==> config.mk <==
export PLATFORM = sky130hd
export DESIGN_NAME = nn_layer_sequencer_flat
export DESIGN_NICKNAME = d
export VERILOG_FILES = /design/src/rtl/nn_layer_sequencer_if.sv /design/src/rtl/nn_layer_sequencer.sv /design/src/flat_wrapper.sv
export SDC_FILE = /design/constraint.sdc
export NUM_CORES = 1
export LEC_CHECK = 0
export ABC_AREA = 0
export CAP_MARGIN = 10
export CELL_PAD_IN_SITES_DETAIL_PLACEMENT = 1
export CELL_PAD_IN_SITES_GLOBAL_PLACEMENT = 1
export CORE_ASPECT_RATIO = 1.4
export CORE_UTILIZATION = 31
export CTS_BUF_LIST = sky130_fd_sc_hd__clkbuf_2
export DETAILED_ROUTE_END_ITERATION = 6
export GPL_TIMING_DRIVEN = 0
export PLACE_DENSITY_LB_ADDON = 0.3
export REMOVE_ABC_BUFFERS = 1
export SLEW_MARGIN = 10
export SYNTH_ARGS = -nofsm -noshare
export SYNTH_HDL_FRONTEND = slang
export SYNTH_SLANG_ARGS = --single-unit
==> constraint.sdc <==
create_clock -name clk -period 5.05 [get_ports clk]
set_input_delay 1.01 -clock clk [delete_from_list [all_inputs] [get_ports clk]]
set_output_delay 1.01 -clock clk [all_outputs]
set_load 0.03 [all_outputs]
==> src/rtl/nn_layer_sequencer_if.sv <==
// Control/data bundle between the MLP layer sequencer and its SRAM/MAC datapath.
// The master side is the sequencer. The slave side is the datapath or testbench.
interface nn_layer_sequencer_if #(
  parameter int unsigned LANES = 64
);
  logic               start;
  logic signed [15:0] psum;
  logic               busy;
  logic               done;
  logic [3:0]         in_addr;
  logic [11:0]        w_addr;
  logic               w_sel;
  logic [LANES-1:0]   lane_en;
  logic [1:0]         mid_addr;
  logic [LANES-1:0]   mid_we;
  logic signed [15:0] sum;
  logic               out_valid;
  logic [3:0]         out_idx;

  modport master (
    input  start, psum,
    output busy, done, in_addr, w_addr, w_sel, lane_en,
           mid_addr, mid_we, sum, out_valid, out_idx
  );

  modport slave (
    output start, psum,
    input  busy, done, in_addr, w_addr, w_sel, lane_en,
           mid_addr, mid_we, sum, out_valid, out_idx
  );
endinterface

==> src/rtl/nn_layer_sequencer.sv <==
// Two-layer MLP sequencer: walks neurons and chunks, issues SRAM/MAC addresses,
// and accumulates saturating 16-bit partial sums per neuron.
module nn_layer_sequencer #(
  parameter int unsigned LANES  = 64,
  parameter int unsigned N_IN   = 784,
  parameter int unsigned N_HID  = 200,
  parameter int unsigned N_OUT  = 10,
  parameter int unsigned RD_LAT = 1
) (
  input logic                clk,
  input logic                rst,
  nn_layer_sequencer_if.master bus
);

  localparam int unsigned CH1 = (N_IN + LANES - 1) / LANES;
  localparam int unsigned CH2 = (N_HID + LANES - 1) / LANES;
  localparam int unsigned T1  = N_IN - (CH1 - 1) * LANES;
  localparam int unsigned T2  = N_HID - (CH2 - 1) * LANES;
  localparam int unsigned NW  = $clog2(N_HID);
  localparam int unsigned CW  = $clog2(CH1);
  localparam int unsigned DW  = (RD_LAT > 1) ? $clog2(RD_LAT) : 1;

  localparam logic [LANES-1:0] MASK1   = {LANES{1'b1}} >> (LANES - T1);
  localparam logic [LANES-1:0] MASK2   = {LANES{1'b1}} >> (LANES - T2);
  localparam logic [CW-1:0]    C1_LAST = CW'(CH1 - 1);
  localparam logic [CW-1:0]    C2_LAST = CW'(CH2 - 1);
  localparam logic [NW-1:0]    H_LAST  = NW'(N_HID - 1);
  localparam logic [NW-1:0]    O_LAST  = NW'(N_OUT - 1);
  localparam logic [DW-1:0]    D_LAST  = DW'(RD_LAT - 1);

  typedef enum logic [2:0] {
    IDLE, L1_RD, L1_DRAIN, L1_WB, L2_RD, L2_DRAIN, L2_WB, DONE
  } state_t;

  state_t             state, state_nx;
  logic [NW-1:0]      n, n_nx;
  logic [CW-1:0]      c, c_nx;
  logic [DW-1:0]      dcnt, dcnt_nx;
  logic [RD_LAT-1:0]  vpipe;
  logic               rd_issue;
  logic signed [15:0] acc;

  function automatic logic signed [15:0] sat_add(input logic signed [15:0] a,
                                                 input logic signed [15:0] b);
    logic [16:0] s;
    s = {a[15], a} + {b[15], b};
    if (s[16] != s[15]) return s[16] ? 16'sh8000 : 16'sh7FFF;
    return s[15:0];
  endfunction

  always_ff @(posedge clk or negedge rst) begin
    if (!rst) begin
      state <= IDLE;
      n     <= '0;
      c     <= '0;
      dcnt  <= '0;
    end else begin
      state <= state_nx;
      n     <= n_nx;
      c     <= c_nx;
      dcnt  <= dcnt_nx;
    end
  end

  // vpipe[RD_LAT-1] marks that psum belongs to a chunk issued RD_LAT cycles ago
  always_ff @(posedge clk or negedge rst) begin
    if (!rst) begin
      vpipe <= '0;
      acc   <= '0;
    end else begin
      vpipe <= (vpipe << 1) | RD_LAT'(rd_issue);
      if (state == IDLE || state == L1_WB || state == L2_WB) acc <= '0;
      else if (vpipe[RD_LAT-1]) acc <= sat_add(acc, bus.psum);
    end
  end

  assign bus.sum = acc;

  always_comb begin
    state_nx      = state;
    n_nx          = n;
    c_nx          = c;
    dcnt_nx       = dcnt;
    rd_issue      = 1'b0;
    bus.busy      = (state != IDLE);
    bus.done      = 1'b0;
    bus.in_addr   = '0;
    bus.w_addr    = '0;
    bus.w_sel     = 1'b0;
    bus.lane_en   = '0;
    bus.mid_addr  = '0;
    bus.mid_we    = '0;
    bus.out_valid = 1'b0;
    bus.out_idx   = '0;
    case (state)
      IDLE: begin
        if (bus.start) begin
          state_nx = L1_RD;
          n_nx     = '0;
          c_nx     = '0;
        end
      end
      L1_RD: begin
        rd_issue    = 1'b1;
        bus.in_addr = 4'(c);
        bus.w_addr  = 12'(32'(n) * CH1 + 32'(c));
        bus.lane_en = (c == C1_LAST) ? MASK1 : '1;
        if (c == C1_LAST) begin
          state_nx = L1_DRAIN;
          c_nx     = '0;
          dcnt_nx  = '0;
        end else begin
          c_nx = c + CW'(1);
        end
      end
      L1_DRAIN: begin
        if (dcnt == D_LAST) state_nx = L1_WB;
        else dcnt_nx = dcnt + DW'(1);
      end
      L1_WB: begin
        bus.mid_we   = LANES'(1) << (32'(n) % LANES);
        bus.mid_addr = 2'(32'(n) / LANES);
        if (n == H_LAST) begin
          state_nx = L2_RD;
          n_nx     = '0;
        end else begin
          state_nx = L1_RD;
          n_nx     = n + NW'(1);
        end
      end
      L2_RD: begin
        rd_issue     = 1'b1;
        bus.mid_addr = 2'(c);
        bus.w_addr   = 12'(32'(n) * CH2 + 32'(c));
        bus.w_sel    = 1'b1;
        bus.lane_en  = (c == C2_LAST) ? MASK2 : '1;
        if (c == C2_LAST) begin
          state_nx = L2_DRAIN;
          c_nx     = '0;
          dcnt_nx  = '0;
        end else begin
          c_nx = c + CW'(1);
        end
      end
      L2_DRAIN: begin
        if (dcnt == D_LAST) state_nx = L2_WB;
        else dcnt_nx = dcnt + DW'(1);
      end
      L2_WB: begin
        bus.out_valid = 1'b1;
        bus.out_idx   = 4'(n);
        if (n == O_LAST) begin
          state_nx = DONE;
        end else begin
          state_nx = L2_RD;
          n_nx     = n + NW'(1);
        end
      end
      DONE: begin
        bus.done = 1'b1;
        state_nx = IDLE;
      end
      default: state_nx = IDLE;
    endcase
  end

endmodule

==> src/flat_wrapper.sv <==
// flat-port wrapper written by rule: the top's interface ports become plain ports
module nn_layer_sequencer_flat 
#(
  parameter int unsigned LANES  = 64,
  parameter int unsigned N_IN   = 784,
  parameter int unsigned N_HID  = 200,
  parameter int unsigned N_OUT  = 10,
  parameter int unsigned RD_LAT = 1
)
  (clk, rst, bus_start, bus_psum, bus_busy, bus_done, bus_in_addr, bus_w_addr, bus_w_sel, bus_lane_en, bus_mid_addr, bus_mid_we, bus_sum, bus_out_valid, bus_out_idx);
  nn_layer_sequencer_if #(.LANES(LANES)) bus_i ();
  input logic clk;
  input logic rst;
  input wire logic [$bits(bus_i.start)-1:0] bus_start;
  input wire logic [$bits(bus_i.psum)-1:0] bus_psum;
  output wire logic [$bits(bus_i.busy)-1:0] bus_busy;
  output wire logic [$bits(bus_i.done)-1:0] bus_done;
  output wire logic [$bits(bus_i.in_addr)-1:0] bus_in_addr;
  output wire logic [$bits(bus_i.w_addr)-1:0] bus_w_addr;
  output wire logic [$bits(bus_i.w_sel)-1:0] bus_w_sel;
  output wire logic [$bits(bus_i.lane_en)-1:0] bus_lane_en;
  output wire logic [$bits(bus_i.mid_addr)-1:0] bus_mid_addr;
  output wire logic [$bits(bus_i.mid_we)-1:0] bus_mid_we;
  output wire logic [$bits(bus_i.sum)-1:0] bus_sum;
  output wire logic [$bits(bus_i.out_valid)-1:0] bus_out_valid;
  output wire logic [$bits(bus_i.out_idx)-1:0] bus_out_idx;
  assign bus_i.start = bus_start;
  assign bus_i.psum = bus_psum;
  assign bus_busy = bus_i.busy;
  assign bus_done = bus_i.done;
  assign bus_in_addr = bus_i.in_addr;
  assign bus_w_addr = bus_i.w_addr;
  assign bus_w_sel = bus_i.w_sel;
  assign bus_lane_en = bus_i.lane_en;
  assign bus_mid_addr = bus_i.mid_addr;
  assign bus_mid_we = bus_i.mid_we;
  assign bus_sum = bus_i.sum;
  assign bus_out_valid = bus_i.out_valid;
  assign bus_out_idx = bus_i.out_idx;
  nn_layer_sequencer #(.LANES(LANES), .N_IN(N_IN), .N_HID(N_HID), .N_OUT(N_OUT), .RD_LAT(RD_LAT)) u_core (.clk(clk), .rst(rst), .bus(bus_i));
endmodule
==> results.ini, run 1 <==
[sta]
finalHoldViolCount=0
max_freq_ghz=0.2083
layout_min_cycle_time_ns=4.801
final_max_slew_viol_count=0
rsz0062_at_grt=no
min_period_over_period_pct=95.07
worst_pin_slew_ns=0.8700
max_slew_margin_pct=42.00
finClkSkew_ns=0.01983
finalSetupViolCount=0
hold_slack_ns=0.5557

[floorplan]
die_w_um=104.2
initial_core_util_pct=32.17
core_area_mm2=0.01410
dieHeight_um=145.1
dieArea_mm2=0.01513
io_pins=189
fp-row-count=51

[synthesis]
synth.ff_latch_count=32
synth_flop_cell=dfrtp_1
synth.area.top_cells=dfrtp_1 (18%), ha_1 (17%), buf_4 (10%)
syn_area_mm2=0.004537
syn-instance-count=595
synth_top_area_share_pct=17.65
postSynth.asyncResetShare_pct=100.0
ys_seq_area_share_pct=17.65
synth_edf_count=0
syn_area_per_cell_um2=7.625
synth-warning-count=0
synthDistinctLibCells=58
synth_area_leader_cell=dfrtp_1

[critical_path]
cp.depth=13
worstRegToRegCells=9
critPathMaxStageDelay_ns=0.48
cp_top_family=adder cells
path_cells=inv_2 > ha_1 > ha_1 > fa_1 > ha_1 > a21o_1 > a21oi_2 > o21ba_2 > o21ai_1 > a21oi_1 > xor2_1 > o22ai_1 > buf_2
critPathBufInv=2
crit_fanout=3
worst-setup-path-type=flop to output pin
endpoint_kind=output pin
cp_common_cell=ha_1
worstSetupStartpointType=flop
worst_path_max_delay_cell=dfrtp_2
worstPathArrival_ns=3.79
required_ns=4.04

[placement]
dp.cells=884
dp_hpwl_mm=12.25
io_buffer_count=188
gp_routability_congestion=0.9097

[layout]
layout_commonest_cell=clkdlybuf4s50_1
final_cell_mix=clkdlybuf4s50_1 (181), nor2_1 (91), ha_1 (62), nand2_1 (54), inv_1 (34)
layout.cells.non_filler=898
drive_above_1_share_pct=6.882
final_nets=799
area_growth_pct=36.57

[power_and_ir_drop]
cellLeakagePower_uw=0.002649
p_clk_share_pct=3.5
p_int_uw=1593
p_sw_share_pct=56.44
netSwitchingPower_uw=2064
ir_drop_mv=0.4092
pwr-share-comb_pct=83.9
seqPwrFrac_pct=12.5
power.density_mw_per_mm2=590.1

[routing]
firstDrtPassIters=4
drcViolationCount=0
routedWlPerCell_um=17.14
drt_iter0_drc=70
num_vias=4477
routed_via_density=4.986
finalWirelength_mm=15.39
postRouteAntennaNets=0

[grt]
antenna_found_initial=1
grt_pass1_vias=4941
grt_max_degree=51
overflow=0
grt_pass1_wl_mm=25.16
track_usage_pct=20.54

[cts]
hold_buffers=0
clockBufferDepth=2
root_buffer=clkbuf_2
clk_latency_ns=0.40
cts_htree_levels=2
clock_sinks=32
cts_buffers=5
tritoncts=built
clk_pin_slew_ns=0.18

[hold_path]
hold_depth=2
min_path_type=flop to flop

[status]
status=finished clean

[flow_run]
maxCapViolations=0

final timing paths:
path / startpoint / to / slack, ns
setup / recovery: u_core.n[1] / bus_w_addr[9] / 0.25
hold / removal: u_core.bus.sum[2] / u_core.bus.sum[2] / 0.56
min in group asynchronous: rst / u_core.bus.sum[4] / 0.66
hold reg to reg: u_core.bus.sum[2] / u_core.bus.sum[2] / 0.56
setup reg to reg: u_core.bus.sum[0] / u_core.bus.sum[12] / 1.98
max in group asynchronous: rst / u_core.state[1] / 3.84
tightest hold or removal path, stage by stage, from the launching register on:
cell     delay (ns)
dfrtp_1        0.41
nand2_1        0.06
o21ai_1        0.06
kinds of logic (layout without fill, tap and decap cells):
kind of cell               after synthesis  count (layout)  share of synthesized area, %
xor gates and xnor gates                31              31                         6.150
DFF                                     32              32                         17.65
AOI/OAI and AO/OA                      118             118                         16.93
adders and majority gates               79              79                         22.61
buffers and inverters                  120             237                         15.36
and+or+nand+nor                        214             214                         21.07
other                                    0               1                             0
muxes                                    1               1                        0.2206
metrics by stage:
| step | worst slack (ns) | setup TNS (ns) | power [uW] | util [%] | area [um2] |
|---|---|---|---|---|---|
| global route | 0.02318 | 0 | 3902 | 43.94 | 6196 |
| finish | 0.2488 | 0 | 3656 | 43.94 | 6196 |
| detailed placement | -0.2728 | -0.6297 | 3511 | 43.14 | 6083 |
| global placement | -0.1952 | -0.4144 | 3426 | 43.17 | 6088 |
| floorplan | -5.585 | -278.15 | 2083 | - | 3975 |
| CTS | 0.004550 | 0 | 3668 | 43.70 | 6162 |
layout make-up:
type / count / area [um2]
fill: 1709 / 7906
multi-input combinational: 443 / 3057
timing repair buffer: 193 / 1919
sequential: 32 / 808.3
tap: 185 / 231.5
inverter: 36 / 138.9
clock buffer: 7 / 35.03
clock inverter: 1 / 3.754
antenna: 1 / 2.502
synthesized netlist by cell type (5+ instances only):
library cell  count
o21ai_1          10
o22ai_1           8
maj3_2            8
inv_1            36
a21oi_1          25
clkbuf_1         16
xnor2_1          21
buf_4            62
dfrtp_1          32
ha_1             62
nand2_1          54
and3_1            5
nand3_1          22
o21bai_1          5
nor3_1            7
nor2_1           91
a21o_1            9
xor2_1            9
nor2b_1           8
fa_1              7
o21ai_0          26
sequential cells by signal, indices dropped and copies added (netlist names):
signal          cells
u_core.n            8
u_core.bus.sum     16
u_core.state        3
u_core.vpipe        1
u_core.c            4
power groups by stage:
stage | Combinational [uW] | Clock [uW] | Sequential (uW)
after floorplan | 1540 | 0 | 543
after global placement | 2950 | 0 | 473
after detailed placement | 3030 | 0 | 480
after CTS | 3070 | 136 | 459
after global routing | 3280 | 147 | 480
final | 3070 | 129 | 459
metal layers:
metal / track usage [%] / vias up / part of all wire, %
met5: 0 / - / 0
met2: 39.50 / 119 / 53
li1: - / 2189 / -
met3: 3.819 / 29 / 4.5
met1: 21.03 / 2140 / 39
met4: 9.571 / 0 / 3.6
what timing repair did:
action                                  CTS  global route
resized for setup                        20             8
endpoints found under the setup margin    7            32
setup buffers                             4             0
hold endpoints to repair                  0             0
Power figures use the tool's default switching activity.
==> inputs of run 2 (changes only) <==
--- a/config.mk
+++ b/config.mk
@@ -11,11 +11,13 @@
 export CELL_PAD_IN_SITES_GLOBAL_PLACEMENT = 1
 export CORE_ASPECT_RATIO = 1.4
 export CORE_UTILIZATION = 31
-export CTS_BUF_LIST = sky130_fd_sc_hd__clkbuf_2
+export CTS_BUF_LIST = sky130_fd_sc_hd__clkbuf_8
 export DETAILED_ROUTE_END_ITERATION = 6
+export GPL_ROUTABILITY_DRIVEN = 0
 export GPL_TIMING_DRIVEN = 0
 export PLACE_DENSITY_LB_ADDON = 0.3
 export REMOVE_ABC_BUFFERS = 1
+export SETUP_SLACK_MARGIN = 0.5
 export SLEW_MARGIN = 10
 export SYNTH_ARGS = -nofsm -noshare
 export SYNTH_HDL_FRONTEND = slang
==> results.ini, run 2 (synthesis gave the netlist of run 1 again) <==
[critical_path]
worstSetupStartpointType=flop
cp_top_family=adder cells
worst-setup-path-type=flop to output pin
endpoint_kind=output pin
worstPathArrival_ns=3.51  ; -0.28 ns
required_ns=4.04  ; about the same
critPathBufInv=7  ; +5
crit_fanout=8  ; +5
worst_path_max_delay_cell=fa_1
critPathMaxStageDelay_ns=0.46  ; -0.02 ns
path_cells=buf_4 > buf_6 > ha_4 > inv_1 > fa_1 > inv_1 > ha_4 > ha_4 > inv_1 > o21ba_4 > o21ai_4 > buf_6 > a21oi_2 > xor2_1 > o22ai_1 > buf_4

[layout]
regArea_um2=808.3  ; unchanged
fill_cells=1697  ; -0.70%
final_nets=815  ; +2.0%
area_growth_pct=45.04
final_cell_mix=clkdlybuf4s50_1 (180), nor2_1 (91), nand2_1 (54), ha_1 (50), inv_1 (30)
largest_reg_flops=16  ; unchanged
multiInputGateArea_mm2=0.003242  ; +6.1%
layout_commonest_cell=clkdlybuf4s50_1
antenna_cells=0  ; -1
finish.utilization_pct=46.66  ; +2.7 points
drive_above_1_share_pct=12.09  ; +5.2 points

[sta]
rsz0062_at_grt=yes
hold_slack_ns=0.5338  ; -0.02196 ns
finClkSkew_ns=0.01220  ; -0.007631 ns
max_slew_margin_pct=43.48  ; +1.5 points
final_max_slew_viol_count=0  ; unchanged
fin_tns_setup_ns=0  ; unchanged
finalHoldViolCount=0  ; unchanged
min_period_over_period_pct=89.48  ; -5.6 points
layout_min_cycle_time_ns=4.519  ; -0.2825 ns
finalSetupViolCount=0  ; unchanged
worst_pin_slew_ns=0.8470  ; -0.02292 ns
max_freq_ghz=0.2213  ; +6.3%
finalWorstSetupSlack_ns=0.5313  ; +0.2825 ns

[floorplan]
initial_core_util_pct=32.17  ; unchanged
fp-row-count=51  ; unchanged
die_w_um=104.2  ; unchanged
dieArea_mm2=0.01513  ; unchanged
io_pins=189  ; unchanged
dieHeight_um=145.1  ; unchanged
core_area_mm2=0.01410  ; unchanged

[flow_run]
maxCapViolations=0  ; unchanged

[placement]
dp_slack_ns=-0.2970  ; -0.02425 ns
io_buffer_count=188  ; unchanged
dp_hpwl_mm=12.25  ; about the same

[power_and_ir_drop]
pwr-share-comb_pct=81.8  ; -2.1 points
cellLeakagePower_uw=0.002716  ; +2.5%
p_int_uw=1732  ; +8.8%
p_clk_share_pct=6.3  ; +2.8 points
seqPwrFrac_pct=11.9  ; -0.6 points
power.density_mw_per_mm2=587.1  ; -0.50%
p_sw_share_pct=55.16  ; -1.3 points
netSwitchingPower_uw=2131  ; +3.3%
ir_drop_mv=0.4146  ; +1.3%

[cts]
root_buffer=clkbuf_8
clk_pin_slew_ns=0.08  ; -0.10 ns
clock_sinks=32  ; unchanged
cts_htree_levels=2  ; unchanged
cts_buffers=5  ; unchanged
tritoncts=built
clockBufferDepth=2  ; unchanged
clk_latency_ns=0.29  ; -0.11 ns

[grt]
track_usage_pct=21.10  ; +0.56 points
antenna_found_initial=0  ; -1
grt_max_degree=33  ; -35%
overflow=0  ; unchanged
grt_pass1_wl_mm=25.94  ; +3.1%
grt_pass1_vias=4996  ; +1.1%

[hold_path]
min_path_type=flop to flop

[routing]
firstDrtPassIters=4  ; unchanged
routed_via_density=5.067  ; +1.6%
drt_iter0_drc=143  ; +100%
num_vias=4626  ; +3.3%
finalWirelength_mm=16.28  ; +5.8%
drcViolationCount=0  ; unchanged
routedWlPerCell_um=17.83  ; +4.0%
postRouteAntennaNets=0  ; unchanged

[status]
status=finished clean

==> run 2: cell count changes in the layout (fill, tap and decap cells not counted), sizes merged <==
cell	previous run	this run
clkinvlp	1	5
clkdlybuf4s50	181	180
diode	1	0
dlymetal6s2s	1	0
bufinv	0	1
buf	8	21
clkdlybuf4s15	0	1
clkbuf	8	7
==> run 2: final cells by class <==
class | count | area share (%)
inverters | 36 | 2.244
well taps | 185 | 3.518
clock inverters | 3 | 0.5895
clock buffers | 5 | 1.046
flip-flops and latches | 32 | 12.28
repair buffers | 206 | 30.71
multi-input cells | 443 | 49.27
repair inverters | 3 | 0.3423
==> run 2: timing repair <==
item / 4_1_cts / 5_1_grt
setup buffers: 11 / 7
pin swaps: 4 / 12
gates cloned: 2 / 1
endpoints found under the setup margin: 57 / 53
hold buffers: 0 / 0
gates resized for setup: 41 / 34
==> run 2: path summary, 6_finish.rpt <==
| path | from | slack, ns | cells after the start | to |
|---|---|---|---|---|
| hold / removal | u_core.bus.sum[15] | 0.53 | 1 | u_core.bus.sum[15] |
| setup reg to reg | u_core.bus.sum[0] | 1.95 | 9 | u_core.bus.sum[12] |
| max in group asynchronous | rst | 3.72 | 1 | u_core.n[0] |
| setup / recovery | u_core.n[1] | 0.53 | 16 | bus_w_addr[9] |
| hold reg to reg | u_core.bus.sum[15] | 0.53 | 1 | u_core.bus.sum[15] |
| min in group asynchronous | rst | 0.78 | 1 | u_core.bus.sum[8] |
==> run 2: metal layers <==
metal | track usage, % | part of all wire [%] | vias to the layer above
li1 | - | - | 2227
met5 | 0 | 0 | -
met4 | 7.643 | 3.1 | 0
met3 | 3.190 | 4.1 | 29
met1 | 21.97 | 37 | 2237
met2 | 41.70 | 55 | 133
==> run 2: through the flow <==
step | cell area (um2) | cells | power (uW)
after CTS | 6372 | 905 | 3854
after global placement | 6088 | 884 | 3426
final | 6580 | 913 | 3863
after global routing | 6580 | 913 | 4110
after floorplan | 3975 | 511 | 2083
after detailed placement | 6083 | 884 | 3510
==> run 2: power by group through the flow <==
stage / clock network, uW / registers [uW] / logic [uW]
after global routing: 264 / 477 / 3370
after floorplan: 0 / 543 / 1540
after global placement: 0 / 474 / 2950
after detailed placement: 0 / 481 / 3030
final: 244 / 458 / 3160
after CTS: 251 / 459 / 3140
==> inputs of run 3 (changes only) <==
--- a/config.mk
+++ b/config.mk
@@ -10,13 +10,13 @@
 export CELL_PAD_IN_SITES_DETAIL_PLACEMENT = 1
 export CELL_PAD_IN_SITES_GLOBAL_PLACEMENT = 1
 export CORE_ASPECT_RATIO = 1.4
-export CORE_UTILIZATION = 31
+export CORE_UTILIZATION = 30
 export CTS_BUF_LIST = sky130_fd_sc_hd__clkbuf_8
 export DETAILED_ROUTE_END_ITERATION = 6
 export GPL_ROUTABILITY_DRIVEN = 0
 export GPL_TIMING_DRIVEN = 0
+export HOLD_SLACK_MARGIN = 0.1
 export PLACE_DENSITY_LB_ADDON = 0.3
-export REMOVE_ABC_BUFFERS = 1
 export SETUP_SLACK_MARGIN = 0.5
 export SLEW_MARGIN = 10
 export SYNTH_ARGS = -nofsm -noshare
==> results.ini, run 3 (synthesis gave the netlist of run 1 again) <==
[cts]
clockBufferDepth=2  ; unchanged
clk_latency_ns=0.30  ; about the same
cts_htree_levels=2  ; unchanged
clk_pin_slew_ns=0.07  ; about the same
clock_sinks=32  ; unchanged
root_buffer=clkbuf_8
tritoncts=built
cts_buffers=5  ; unchanged

[power_and_ir_drop]
cellLeakagePower_uw=0.003036  ; +12%
p_sw_share_pct=51.49  ; -3.7 points
pwr-share-comb_pct=84.0  ; +2.2 points
seqPwrFrac_pct=10.2  ; -1.7 points
power.density_mw_per_mm2=618.6  ; +5.4%
p_clk_share_pct=5.8  ; -0.5 points
ir_drop_mv=0.5188  ; +25%
p_int_uw=2097  ; +21%
netSwitchingPower_uw=2226  ; +4.5%

[grt]
met3_usage_pct=2.954  ; -0.24 points
grt_pass1_vias=5200  ; +4.1%
overflow=0  ; unchanged
use_met2_pct=41.24  ; -0.46 points
grt-busiest-layer=met2
track_usage_pct=20.67  ; -0.43 points
grt_pass1_wl_mm=25.90  ; -0.16%
grt_util_met1_pct=21.67  ; -0.30 points
antenna_found_initial=0  ; unchanged
grt_max_degree=33  ; unchanged

[layout]
antenna_cells=0  ; unchanged
final_nets=890  ; +9.2%
finish.utilization_pct=47.74  ; +1.1 points
stdcell_area_mm2=0.006989  ; +6.2%
layout_commonest_cell=clkdlybuf4s50_1
final_cell_mix=clkdlybuf4s50_1 (180), nor2_1 (91), buf_4 (73), ha_1 (55), nand2_1 (54)
drive_above_1_share_pct=17.68  ; +5.6 points
largest_reg_flops=16  ; unchanged
fill_cells=1798  ; +6.0%
area_growth_pct=54.05

[routing]
postRouteAntennaNets=0  ; unchanged
routed_via_density=4.953  ; -2.3%
drt_iter0_drc=131  ; -8.4%
firstDrtPassIters=4  ; unchanged
routedWlPerCell_um=16.66  ; -6.6%
drcViolationCount=0  ; unchanged
num_vias=4913  ; +6.2%
finalWirelength_mm=16.53  ; +1.5%

[sta]
max_slew_margin_pct=48.62  ; +5.1 points
final_max_slew_viol_count=0  ; unchanged
finalSetupViolCount=0  ; unchanged
layout_min_cycle_time_ns=4.501  ; -0.01738 ns
max_freq_ghz=0.2222  ; +0.39%
finalHoldViolCount=0  ; unchanged
finClkSkew_ns=0.01326  ; +0.001060 ns
rsz0062_at_grt=yes
min_period_over_period_pct=89.14  ; -0.34 points
finalWorstSetupSlack_ns=0.5486  ; +0.01738 ns
worst_pin_slew_ns=0.7707  ; -0.07638 ns

[placement]
dp_hpwl_mm=13.14  ; +7.3%
io_buffer_count=188  ; unchanged
place_area_mm2=0.006650  ; +9.3%
dp_slack_ns=-0.2888  ; +0.008190 ns

[flow_run]
maxCapViolations=0  ; unchanged

[status]
status=finished clean

[critical_path]
worstSetupStartpointType=flop
endpoint_kind=output pin
required_ns=4.04  ; about the same
worstPathArrival_ns=3.49  ; -0.02 ns
worst-setup-path-type=flop to output pin
crit_fanout=8  ; unchanged

[floorplan]
fp-row-count=52  ; +2.0%
io_pins=189  ; unchanged
core_area_mm2=0.01464  ; +3.8%
dieArea_mm2=0.01563  ; +3.3%
dieHeight_um=147.5  ; +1.6%
initial_core_util_pct=30.99  ; -1.2 points
die_w_um=105.9  ; +1.6%

[hold_path]
min_path_type=flop to flop

[synthesis]
syn-num-nets=683

## run 3: routing by layer
layer / up-vias / wire length [um] / part of all wire (%)
met2: 155 / 9012 / 55
met5: - / 0 / 0
li1: 2371 / - / -
met3: 28 / 747 / 4.5
met1: 2359 / 6316 / 38
met4: 0 / 449 / 2.7
## run 3: final timing paths
check / start / end / slack, ns / cells after the start
setup reg to reg: u_core.bus.sum[0] / u_core.bus.sum[13] / 2.11 / 10
setup / recovery: u_core.n[1] / bus_w_addr[10] / 0.55 / 13
max in group asynchronous: rst / u_core.n[0] / 3.72 / 1
hold reg to reg: u_core.bus.sum[8] / u_core.bus.sum[8] / 0.53 / 2
hold / removal: u_core.bus.sum[8] / u_core.bus.sum[8] / 0.53 / 2
min in group asynchronous: rst / u_core.bus.sum[3] / 0.79 / 1
## run 3: repair_timing
action | CTS | global route
endpoints found under the setup margin | 57 | 56
gates cloned | 1 | 2
hold buffers | 0 | 0
setup buffers | 4 | 5
pin swaps | 8 | 6
gates resized for setup | 42 | 28
## run 3: area by class of cell
type / count / area, um2 / area share [%]
multi-input combinational: 443 / 3163 / 45.26
timing repair buffer: 197 / 1932 / 27.64
sequential: 32 / 807.0 / 11.55
buffer: 84 / 573.1 / 8.199
tap: 189 / 236.5 / 3.383
inverter: 36 / 143.9 / 2.059
clock buffer: 5 / 68.82 / 0.9846
clock inverter: 3 / 42.54 / 0.6087
timing repair inverter: 3 / 22.52 / 0.3222
## run 3: through the flow
stage	TNS (ns)	std cells	hold slack, ns	total power, uW
finish	0	992	0.5304	4323
global placement	-0.3547	972	0.5040	3919
CTS	0	985	0.5340	4321
global route	0	992	0.5702	4604
detailed placement	-0.6531	972	0.5182	4025
floorplan	0	595	0.5213	2802
## run 3: power by group through the flow
stage	clock, uW	combinational [uW]	sequential [uW]
final	251	3630	440
after global routing	266	3890	453
after CTS	258	3630	436
after detailed placement	0	3570	457
after global placement	0	3470	448
after floorplan	0	2280	524
## run 3: worst max-delay path, stage by stage (launching register included)
cell and delay, ns:
dfrtp_2 0.46, buf_6 0.17, ha_4 0.27, xor2_1 0.19, ha_1 0.30, ha_1 0.31
ha_1 0.31, inv_2 0.07, o21bai_1 0.07, a21o_1 0.20, o31a_1 0.29, xor2_1 0.15
a32o_2 0.23, buf_4 0.17
